[src/rtl/buf_pkg.sv]
// buf_pkg: shared state encoding and default data width for buffer-port arbiters.
package buf_pkg;
  typedef enum logic [1:0] {
    ST_IDLE     = 2'd0,
    ST_SETUP    = 2'd1,
    ST_WAIT_ACK = 2'd2,
    ST_WAIT_REL = 2'd3
  } state_t;
  localparam int DATA_L_DEF = 16;
endpackage

[src/rtl/rr_pick.sv]
// rr_pick: combinational round-robin pick; first set request at or after ptr_i, wrapping.
module rr_pick #(
  parameter int N  = 4,
  parameter int IW = 2
) (
  input  logic [N-1:0]  req_i,
  input  logic [IW-1:0] ptr_i,
  output logic [N-1:0]  gnt_o,
  output logic [IW-1:0] idx_o
);
  always_comb begin
    gnt_o = '0;
    idx_o = '0;
    for (int k = N - 1; k >= 0; k--)
      if (req_i[(int'(ptr_i) + k) % N]) begin
        gnt_o = '0;
        gnt_o[(int'(ptr_i) + k) % N] = 1'b1;
        idx_o = IW'((int'(ptr_i) + k) % N);
      end
  end
endmodule

[src/rtl/buf_wr_arbiter.sv]
// buf_wr_arbiter: round-robin sharing of one buffer write port with a level we/w_ack handshake.
// Define ARB_TIMEOUT_EN to abandon a stalled handshake after TIMEOUT cycles and flag err.
module buf_wr_arbiter
  import buf_pkg::*;
#(
  parameter int NUM_REQ = 4,
  parameter int DATA_L  = DATA_L_DEF,
  parameter int IDX_L   = 2,
  parameter int TIMEOUT = 15
) (
  input  logic                      clk,
  input  logic                      rst,
  input  logic [NUM_REQ-1:0]        req,
  input  logic [NUM_REQ*DATA_L-1:0] req_data,
  output logic [NUM_REQ-1:0]        gnt,
  output logic [NUM_REQ-1:0]        done,
  output logic                      busy,
  output logic                      buf_we,
  output logic [DATA_L-1:0]         buf_din,
  input  logic                      buf_w_ack,
  input  logic                      buf_full,
  output logic                      err
);
  state_t state_q, state_d;
  logic [NUM_REQ-1:0] gnt_q, gnt_d, done_q, done_d, pick_gnt;
  logic [IDX_L-1:0] ptr_q, ptr_d, idx_q, idx_d, pick_idx, ptr_nxt;
  logic [DATA_L-1:0] din_q, din_d;
  logic we_q, we_d, err_q, err_d;

  rr_pick #(.N(NUM_REQ), .IW(IDX_L)) u_pick (
    .req_i(req), .ptr_i(ptr_q), .gnt_o(pick_gnt), .idx_o(pick_idx)
  );

  assign ptr_nxt = (int'(idx_q) == NUM_REQ - 1) ? '0 : idx_q + 1'b1;

`ifdef ARB_TIMEOUT_EN
  localparam int CW = $clog2(TIMEOUT + 1);
  logic [CW-1:0] cnt_q, cnt_d;
  logic tmo;
  assign tmo = (state_q == ST_WAIT_ACK || state_q == ST_WAIT_REL) && (int'(cnt_q) == TIMEOUT - 1);
  assign cnt_d = (state_d != state_q) ? '0 : (int'(cnt_q) == TIMEOUT) ? cnt_q : cnt_q + 1'b1;
  always_ff @(posedge clk or posedge rst)
    if (rst) cnt_q <= '0;
    else cnt_q <= cnt_d;
`else
  logic tmo;
  assign tmo = 1'b0;
`endif

  always_comb begin
    state_d = state_q;
    gnt_d = gnt_q;
    done_d = '0;
    ptr_d = ptr_q;
    idx_d = idx_q;
    din_d = din_q;
    we_d = we_q;
    err_d = err_q;
    case (state_q)
      ST_IDLE: if (|req && !buf_full) begin
        gnt_d = pick_gnt;
        idx_d = pick_idx;
        din_d = req_data[int'(pick_idx)*DATA_L +: DATA_L];
        state_d = ST_SETUP;
      end
      ST_SETUP: begin
        we_d = 1'b1;
        state_d = ST_WAIT_ACK;
      end
      ST_WAIT_ACK: if (buf_w_ack) begin
        we_d = 1'b0;
        state_d = ST_WAIT_REL;
      end
      default: if (!buf_w_ack) begin
        done_d = gnt_q;
        gnt_d = '0;
        ptr_d = ptr_nxt;
        state_d = ST_IDLE;
      end
    endcase
    // A stalled handshake is abandoned but still reported as done to the requester
    if (tmo) begin
      we_d = 1'b0;
      err_d = 1'b1;
      done_d = gnt_q;
      gnt_d = '0;
      ptr_d = ptr_nxt;
      state_d = ST_IDLE;
    end
  end

  always_ff @(posedge clk or posedge rst)
    if (rst) begin
      state_q <= ST_IDLE;
      gnt_q <= '0;
      done_q <= '0;
      ptr_q <= '0;
      idx_q <= '0;
      din_q <= '0;
      we_q <= 1'b0;
      err_q <= 1'b0;
    end else begin
      state_q <= state_d;
      gnt_q <= gnt_d;
      done_q <= done_d;
      ptr_q <= ptr_d;
      idx_q <= idx_d;
      din_q <= din_d;
      we_q <= we_d;
      err_q <= err_d;
    end

  assign gnt = gnt_q;
  assign done = done_q;
  assign busy = state_q != ST_IDLE;
  assign buf_we = we_q;
  assign buf_din = din_q;
`ifdef ARB_TIMEOUT_EN
  assign err = err_q;
`else
  assign err = 1'b0;
`endif
endmodule

[config.mk]
export PLATFORM = sky130hd
export DESIGN_NAME = buf_wr_arbiter
export DESIGN_NICKNAME = d
export VERILOG_FILES = /design/src/rtl/buf_pkg.sv /design/src/rtl/rr_pick.sv /design/src/rtl/buf_wr_arbiter.sv
export SDC_FILE = /design/constraint.sdc
export NUM_CORES = 1
export LEC_CHECK = 0
export ABC_CLOCK_PERIOD_IN_PS = 3200
export BUFFER_PORTS_ARGS = -buffer_cell sky130_fd_sc_hd__buf_4
export CORE_ASPECT_RATIO = 1.4
export CORE_UTILIZATION = 45
export CTS_BUF_LIST = sky130_fd_sc_hd__clkbuf_2
export DETAILED_ROUTE_END_ITERATION = 6
export PLACE_DENSITY = 0.78
export SLEW_MARGIN = 40
export SYNTH_ARGS = -nofsm -noshare
export SYNTH_HDL_FRONTEND = slang
export SYNTH_SLANG_ARGS = --single-unit
[constraint.sdc]
create_clock -name clk -period 3.2 [get_ports clk]
set_input_delay 0 -clock clk [delete_from_list [all_inputs] [get_ports clk]]
set_output_delay 0 -clock clk [all_outputs]
set_load 0.1 [all_outputs]
## After elaboration in Yosys (flattened, before gate mapping)

Index checks and enable logic that the tools add are counted.

- Register bits: 31
- Input bits: 72
- Output and inout port bits: 27

- Add/subtract/negate cells: 4
- Order comparisons: 8
- Equal/unequal tests: 7
- Shift operators: 1
- Muxes and demuxes: 39
- Bitwise gates (word level): 6
- Reductions and logical operators: 20

Operators by type and width:

| operator | number |
|---|---|
| 64-bit by 7-bit variable part select with 16-bit output | 1 |
| 4-bit two-way mux | 8 |
| 2-bit two-way mux | 8 |
| 3-bit by 4-bit < comparator with 1-bit output, second input constant | 3 |
| 1-bit two-way mux | 12 |
| 3-bit by 1-bit greater-or-equal comparator with 1-bit output, second input constant | 3 |
| 1-bit binary-select mux with 2-bit select | 4 |
| 1-bit demux with 2-bit select | 4 |
| 4-bit case mux with 2 select lines | 1 |
| 2-bit OR reduction | 4 |
| 2-bit case mux with 3 select lines | 1 |
| 2-bit AND reduction | 3 |
| 3-bit AND reduction | 2 |
| 1-bit logical AND | 5 |
| 2-bit by 1-bit adder with 2-bit output, second input constant | 2 |
| 2-bit adder, second input constant | 2 |
| 2-bit by 1-bit == test with 1-bit output, second input constant | 2 |
| 2-bit inequality test, second input constant | 2 |
| 4-bit by 1-bit inequality test with 1-bit output, second input constant | 1 |
| 2-bit nonzero test | 2 |
| 4-bit OR reduction | 1 |
| 1-bit bitwise AND, first input constant | 3 |
| 2-bit by 3-bit < comparator with 1-bit output, second input constant | 1 |
| 1-bit inverter | 3 |
| 7 further kinds | 7 |

## Logic depth before layout (Yosys ltp)

Gate-level depths: netlist of run 1.

- Depth after elaboration: 13
- Mapped depth: 12
- Mapped depth without buffers: 8

## By module

A second synthesis of run 1 with hierarchy kept.

- Cell total of the unflattened synthesis: 184
- Area total of the unflattened synthesis: 2303.5 µm²

By module, submodules not included:

| module | times used | cells an instance | area an instance (µm²) | seq. area each (µm²) |
|---|---|---|---|---|
| buf_wr_arbiter | 1 | 124 | 1813.0 | 775.7 |
| rr_pick | 1 | 60 | 490.5 | 0.0 |

## Worst setup path before layout of run 1

No wires, ideal clock.

- Kind: register to register
- From: register ptr_q[0]
- To: register din_q[0] (netlist: buf_din[0])
- Library setup time: 0.126 ns
- Data arrival time: 3.068 ns
- Data required time: 3.074 ns
- Path slack: 0.006 ns
- Cell stages (with the launch flop): 11
- Buffers on the path: 3
- Path through: dfrtp_1 > buf_6 > buf_2 > clkinv_1 > ha_1 > mux4_2 > and2b_2 > o21bai_1 > buf_6 > mux2_4 > a221o_1

- Longest elaborated chain between the ends: 9

RTL lines:

| what | line | source |
|---|---|---|
| from (decl) | buf_wr_arbiter.sv:26 | `logic [IDX_L-1:0] ptr_q, ptr_d, idx_q, idx_d, pick_idx, ptr_nxt;` |
| from (signal assigned) | buf_wr_arbiter.sv:106 | `ptr_q <= ptr_d;` |
| 2-bit adder | rr_pick.sv:15, rr_pick.sv:18 |  |
| 1-bit binary-select mux with 2-bit select | rr_pick.sv:15 | `if (req_i[(int'(ptr_i) + k) % N]) begin` |
| 1-bit two-way mux (not written as such) (2 in a row) | rr_pick.sv:15 |  |
| 2-bit two-way mux (3 in a row) | rr_pick.sv:15 |  |
| 2-bit two-way mux * | rr_pick.sv:15 |  |
| 64-bit by 7-bit variable part select with 16-bit output * | buf_wr_arbiter.sv:63 | `din_d = req_data[int'(pick_idx)*DATA_L +: DATA_L];` |
| to (signal assigned) | buf_wr_arbiter.sv:108 | `din_q <= din_d;` |
| to (decl) | buf_wr_arbiter.sv:27 | `logic [DATA_L-1:0] din_q, din_d;` |

Every way passes the cells marked *; elsewhere a longest branch is shown, timed or not. The select of a mux whose other input is x is not followed.
A chain may end at the register's enable or synchronous reset.

## Worst setup path after layout of run 1

- From: register ptr_q[1]
- To: register din_q[5] (netlist: buf_din[5])

Same word-level chain as after synthesis.

==> impl_metrics.tcl, run 1 <==
set metrics [dict create \
    outcome "complete, but fails checks" \
    failed_checks "hold timing" \
    slew_headroom 0.563 \
    internal-power_mw 1.98 \
    layout-drive-gt1-share 0.394 \
    period_minus_slack_ns 3.09 \
    synth_top_area_frac 0.306 \
    num_vias 2738 \
    dpl.hpwl_mm 5.33 \
    cts_inserted_buffers 5 \
    n_antenna_cell 0 \
    drv_cap 0 \
    seq_area_frac_synth 0.306 \
    end_kind "register" \
    clockRootBuffer "clkbuf_2" \
    avgSynthCellArea_um2 10.1 \
    leakagePower_nw 1.84 \
    die-area_um2 5940 \
    crit_arrival_ns 3.39 \
    clkPwrFrac 0.064 \
    grt_pass1_vias 2759 \
    drc_errors 0 \
    synth_common_cells "31 x dfrtp_1, 31 x nand2_1, 28 x mux2i_1, 15 x mux2_2, 15 x o21ai_0" \
    wire_per_inst_um 18.2 \
    swShare 0.546 \
    async_reset_ff_frac 1.00 \
    place_inst 412 \
    crit_type "register to register" \
    share_comb_of_total_power 0.783 \
    hold_depth 3 \
    yosys.area_share.simple 0.122 \
    tritoncts "built" \
    die_h_um 90.8 \
    nNetsFinal 480 \
    synthesis.area_um2 2540 \
    finClkSkew_ns 0.00790 \
    synth_top_family_by_area "multiplexers" \
    io_buffers 97 \
    clk_pin_slew_ns 0.18 \
    dr.pass1.iters 5 \
    synthAdderAreaFrac 0.0641 \
    core_area_um2 5490 \
    finalCritPeriodShare 0.967 \
    crit_required_ns 3.50 \
    maxSlewViolCount 0 \
    synth-main-ff-cell "dfrtp_1" \
    setup_tns_ns 0 \
    fin_hold_ws_ns -0.00320 \
    cts_sinks 31 \
    grt_overflow_total 0 \
    path_max_fanout 15 \
    antenna_left 0 \
    final_cells 464 \
    start_kind "register" \
    routed_wl_mm 8.43 \
    setup_viol 0 \
    power_frac_seq 0.153 \
    ys_top_cells_by_area "dfrtp_1 31%, mux2i_1 11%, mux2_2 6.7%" \
    grt_first_pass_wirelength_mm 12.8 \
    nFillCells 390 \
    grt_max_degree 22 \
    dieWidth_um 65.5 \
    synthMuxAreaShare 0.241 \
    power_density_nw_per_um2 1140 \
    yosys_warnings 0 \
    htreeDepth 2 \
    initial_core_util 0.462 \
    slowest_delay_ns 0.56 \
    grt_antenna_before_repair 0 \
    synth_nets 337 \
    slowest_stage "dlygate4sd3_1" \
    area.growth.synth_to_final_pct 51.1 \
    synth-compound-area-share 0.211 \
    synthXorXnorAreaFrac 0 \
    yosys_register_bits 31 \
    peakVddDrop_mv 0.777 \
    r2r_cells 10 \
    synth.largest_area_cell "dfrtp_1" \
    clock_latency_ns 0.38 \
    fmax_mhz 323 \
    p_switching_mw 2.38 \
    num_io_pins 99 \
    tightest_slew_ns 0.649 \
    crit_chain "inv_1, ha_1, mux4_2, and2b_2, o221ai_2, o21ai_4, buf_12, mux2i_1, dlygate4sd3_1, a211oi_1" \
    synth_edf_count 0 \
    gp_routability_congestion 0.880 \
    rows 32 \
    gr-usage-all-layers 0.280 \
    worstHoldPathType "input port to register" \
    vias_per_cell 5.90 \
    synth_cell_types 46 \
    hold_viol 1 \
    drtIter0Drc 201 \
    cts_max_path_buffers 2 \
    netlist_instances 252 \
    rsz0062_at_grt "false" \
]
-- per-stage QoR --
| stage | instance area [um2] | worst slack [ns] | utilization | total power [mW] |
|---|---|---|---|---|
| final | 3830 | 0.106 | 0.699 | 4.36 |
| after global routing | 3830 | 0.000559 | 0.699 | 4.58 |
| after CTS | 3750 | 0.0628 | 0.683 | 4.16 |
| after detailed placement | 3320 | 0.392 | 0.606 | 3.76 |
| after global placement | 3320 | 0.473 | 0.606 | 3.69 |
| after floorplan | 2540 | 0.00650 | - | 3.17 |
-- path summary, 6_finish.rpt --
kind | from | to | slack [ns]
max | ptr_q[1] | buf_din[5] | 0.11
min | req_data[33] | buf_din[1] | -0.003
max reg2reg | ptr_q[1] | buf_din[5] | 0.11
min reg2reg | buf_we | buf_we | 0.52
max in group asynchronous | rst | buf_din[14] | 2.40
min in group asynchronous | rst | buf_din[15] | 0.14
-- layout make-up --
class | count | area [um2] | share of cell area
Clock buffer | 5 | 25.0 | 0.00653
Clock inverter | 3 | 38.8 | 0.0101
Inverter | 9 | 33.8 | 0.00881
Multi-Input combinational cell | 197 | 1630 | 0.424
Sequential cell | 31 | 776 | 0.202
Tap cell | 68 | 85.1 | 0.0222
Timing Repair Buffer | 151 | 1250 | 0.325
-- placed cells by master, fill, tap and decap left out, types with 2 or more instances in the layout --
cell / Yosys / routed
buf_4: 1 / 110
dlygate4sd3_1: 0 / 39
nand2_1: 31 / 31
dfrtp_1: 31 / 31
mux2i_1: 28 / 28
mux2_2: 15 / 15
o21ai_0: 15 / 15
nor2_1: 13 / 13
ha_1: 13 / 13
o2bb2ai_1: 9 / 9
inv_1: 8 / 8
a22oi_1: 8 / 8
a21oi_1: 6 / 6
a211oi_2: 6 / 6
and2_1: 5 / 5
clkbuf_2: 0 / 5
o221ai_1: 4 / 4
mux4_2: 4 / 4
mux2_4: 4 / 4
a221o_1: 4 / 4
a211oi_1: 3 / 3
clkinv_1: 1 / 2
nand4b_1: 2 / 2
a31oi_1: 2 / 2
nor3_1: 2 / 2
o32ai_1: 2 / 2
a32oi_1: 2 / 2
-- state kept, by name (all words and copies together), names as in the netlist --
| name | flops |
|---|---|
| gnt | 4 |
| ptr_q | 2 |
| done | 4 |
| buf_din | 16 |
| idx_q | 2 |
| buf_we | 1 |
| state_q | 2 |
-- worst max-delay path, delay by kind of cell (launching register included) --
family / cells / cell delay [ns]
AND/OR/NAND/NOR: 1 / 0.25
buffers and inverters: 3 / 0.83
AO/OA/AOI/OAI: 3 / 0.57
multiplexers: 2 / 0.62
flip-flops: 1 / 0.38
adder cells (fa/ha/maj): 1 / 0.37
-- cell families (layout without fill, tap and decap cells) --
| kind of cell | after synthesis | count (layout) |
|---|---|---|
| AO/OA/AOI/OAI | 68 | 68 |
| adder cells (fa/ha/maj) | 13 | 13 |
| buffers and inverters | 24 | 168 |
| flip-flops | 31 | 31 |
| multiplexers | 52 | 52 |
| other | 1 | 1 |
| AND/OR/NAND/NOR | 63 | 63 |
-- power by group through the flow --
| stage | registers [mW] | logic [mW] | clock network (mW) |
|---|---|---|---|
| finish | 0.668 | 3.42 | 0.279 |
| global route | 0.682 | 3.60 | 0.297 |
| CTS | 0.660 | 3.22 | 0.279 |
| detailed placement | 0.670 | 3.09 | 0 |
| global placement | 0.666 | 3.03 | 0 |
| floorplan | 1.54 | 1.63 | 0 |
-- timing repair --
action                     4_1_cts  5_1_grt
gates resized for setup          0        1
setup endpoints to repair        0        9
buffers inserted                 0        5
hold endpoints to repair        25        1
hold buffers                    36        3
-- routing by layer --
layer | up-vias | global-route usage | wire length (um)
li1 | 1224 | - | -
met1 | 1314 | 0.301 | 3060
met2 | 156 | 0.497 | 4360
met3 | 44 | 0.0480 | 577
met4 | 0 | 0.158 | 441
met5 | - | 0 | 0
No activity file was read; power rests on OpenSTA's default activity.
==> run 2, diff against run 1 <==
Settings changed: CORE_UTILIZATION 45 to 30, PLACE_DENSITY 0.78 to 0.56.
==> run 2 against run 1 <==
  * Routed wire length is 12% lower
  * The flow still finishes with violations (hold timing)
  * Highest routed layer unchanged
  * Largest cell class unchanged
  * Largest power group unchanged
  * Clock power is 35% lower
  * Fmax is 9.3% higher
==> impl_metrics.tcl, run 2 (synthesis gave the netlist of run 1 again) <==
set metrics [dict create \
    num_io_pins 99 \
    cts_inserted_buffers 5 \
    dieWidth_um 79.7 \
    finalCritPeriodShare 0.884 \
    power_density_nw_per_um2 1060 \
    io_buffers 97 \
    crit_type "register to register" \
    setup_viol 0 \
    area.growth.synth_to_final_pct 49.9 \
    hold_viol 1 \
    rows 39 \
    drtIter0Drc 92 \
    grt_first_pass_wirelength_mm 12.1 \
    clk_pin_slew_ns 0.17 \
    grt_max_degree 32 \
    final_cells 491 \
    dr.pass1.iters 4 \
    tritoncts "built" \
    drv_cap 0 \
    vias_per_cell 5.10 \
    path_max_fanout 6 \
    outcome "complete, but fails checks" \
    antenna_left 0 \
    cts_sinks 31 \
    final_common_cell "buf_4" \
    finClkSkew_ns 0.0271 \
    wl_met2_mm 3.96 \
    wl_met3_um 326 \
    fmax_mhz 353 \
    start_kind "register" \
    slew_headroom 0.532 \
    clockRootBuffer "clkbuf_2" \
    htreeDepth 2 \
    multi_input_area_um2 1630 \
    wire_per_inst_um 15.2 \
    final_area_um2 3800 \
    drc_errors 0 \
    die-area_um2 8830 \
    nNetsFinal 475 \
    n_antenna_cell 0 \
    tightest_slew_ns 0.696 \
    crit_arrival_ns 3.08 \
    dpl.hpwl_mm 5.44 \
    clock_latency_ns 0.36 \
    final_cell_mix "108 x buf_4, 37 x dlygate4sd3_1, 31 x nand2_1, 31 x dfrtp_1, 28 x mux2i_1" \
    register_area_um2 776 \
    wl_met1_mm 3.01 \
    grt_overflow_total 0 \
    end_kind "register" \
    failed_checks "hold timing" \
    num_vias 2502 \
    post_cts_buffers 0 \
    placed_area_um2 3400 \
    die_h_um 111 \
    worstHoldPathType "input port to register" \
    maxSlewViolCount 0 \
    gr-usage-all-layers 0.176 \
    fin_hold_ws_ns -0.00150 \
    grt_pass1_vias 2530 \
    peakVddDrop_mv 0.530 \
    top_layer "met4" \
    largest_register_ffs 16 \
    routed_wl_mm 7.46 \
    rsz0062_at_grt "false" \
    core_area_um2 8200 \
    gp_routability_congestion 0.765 \
    initial_core_util 0.309 \
    place_inst 448 \
    grt_antenna_before_repair 0 \
    crit_required_ns 3.45 \
    nFillCells 787 \
    period_minus_slack_ns 2.83 \
    leakagePower_nw 1.80 \
    layout-drive-gt1-share 0.396 \
    cts_max_path_buffers 2 \
    setup_tns_ns 0 \
]
run 2: cell count changes in the layout (fill, tap and decap cells not counted):
cell	delta
clkinv_2	-1
bufinv_16	-1
dlygate4sd3_1	-2
nor3_1	-1
nor2_2	+1
buf_4	-2
clkinv_1	-1
nor2_1	-1
clkbuf_2	+1
nor3_2	+1
buf_6	-1
run 2: metal layers:
layer | track usage | vias up
li1 | - | 1215
met1 | 0.196 | 1188
met2 | 0.326 | 84
met3 | 0.0337 | 15
met4 | 0.0509 | 0
met5 | 0 | -
run 2: cell type report:
cell class                 count  share of cell area
inverter                       9             0.00888
sequential                    31               0.204
multi-input combinational    197               0.430
timing repair buffer         146               0.316
tap                          102              0.0336
clock buffer                   6             0.00790
run 2: worst max-delay path, stage by stage (launching register included):
cell	delay (ns)
dfrtp_1	0.39
clkinv_1	0.08
ha_1	0.37
mux4_2	0.50
and2b_2	0.26
o21bai_2	0.44
mux2_4	0.34
a221o_1	0.34
run 2: report_power, final:
| part | total, mW | leakage, nW | internal [mW] | switching, mW |
|---|---|---|---|---|
| Sequential | 0.655 | 0.379 | 0.556 | 0.0997 |
| Combinational | 3.18 | 1.39 | 1.15 | 2.03 |
| Clock | 0.181 | 0.0249 | 0.0494 | 0.131 |
run 2: through the flow:
step / worst slack (ns) / hold WS, ns / utilization / power (mW)
2_1_floorplan: 0.00650 / 0.104 / - / 3.17
3_3_place_gp: 0.429 / 0.129 / 0.415 / 3.79
3_5_place_dp: 0.396 / 0.128 / 0.415 / 3.83
4_1_cts: 0.355 / 0.000139 / 0.464 / 4.05
5_1_grt: 0.251 / 0.00214 / 0.464 / 4.26
6_report: 0.370 / -0.00150 / 0.464 / 4.02
run 2: what timing repair did:
action	4_1_cts	5_1_grt
hold endpoints to repair	46	0
gates resized for setup	0	0
hold buffers	37	0
run 2: path summary, 6_finish.rpt:
check | start | endpoint | slack (ns) | cells past startpoint
max | ptr_q[0] | buf_din[1] | 0.37 | 7
min | req_data[13] | buf_din[13] | -0.002 | 3
max reg2reg | ptr_q[0] | buf_din[1] | 0.37 | 7
min reg2reg | buf_we | buf_we | 0.51 | 2
max in group asynchronous | rst | gnt[0] | 2.60 | 4
min in group asynchronous | rst | buf_din[15] | 0.26 | 4
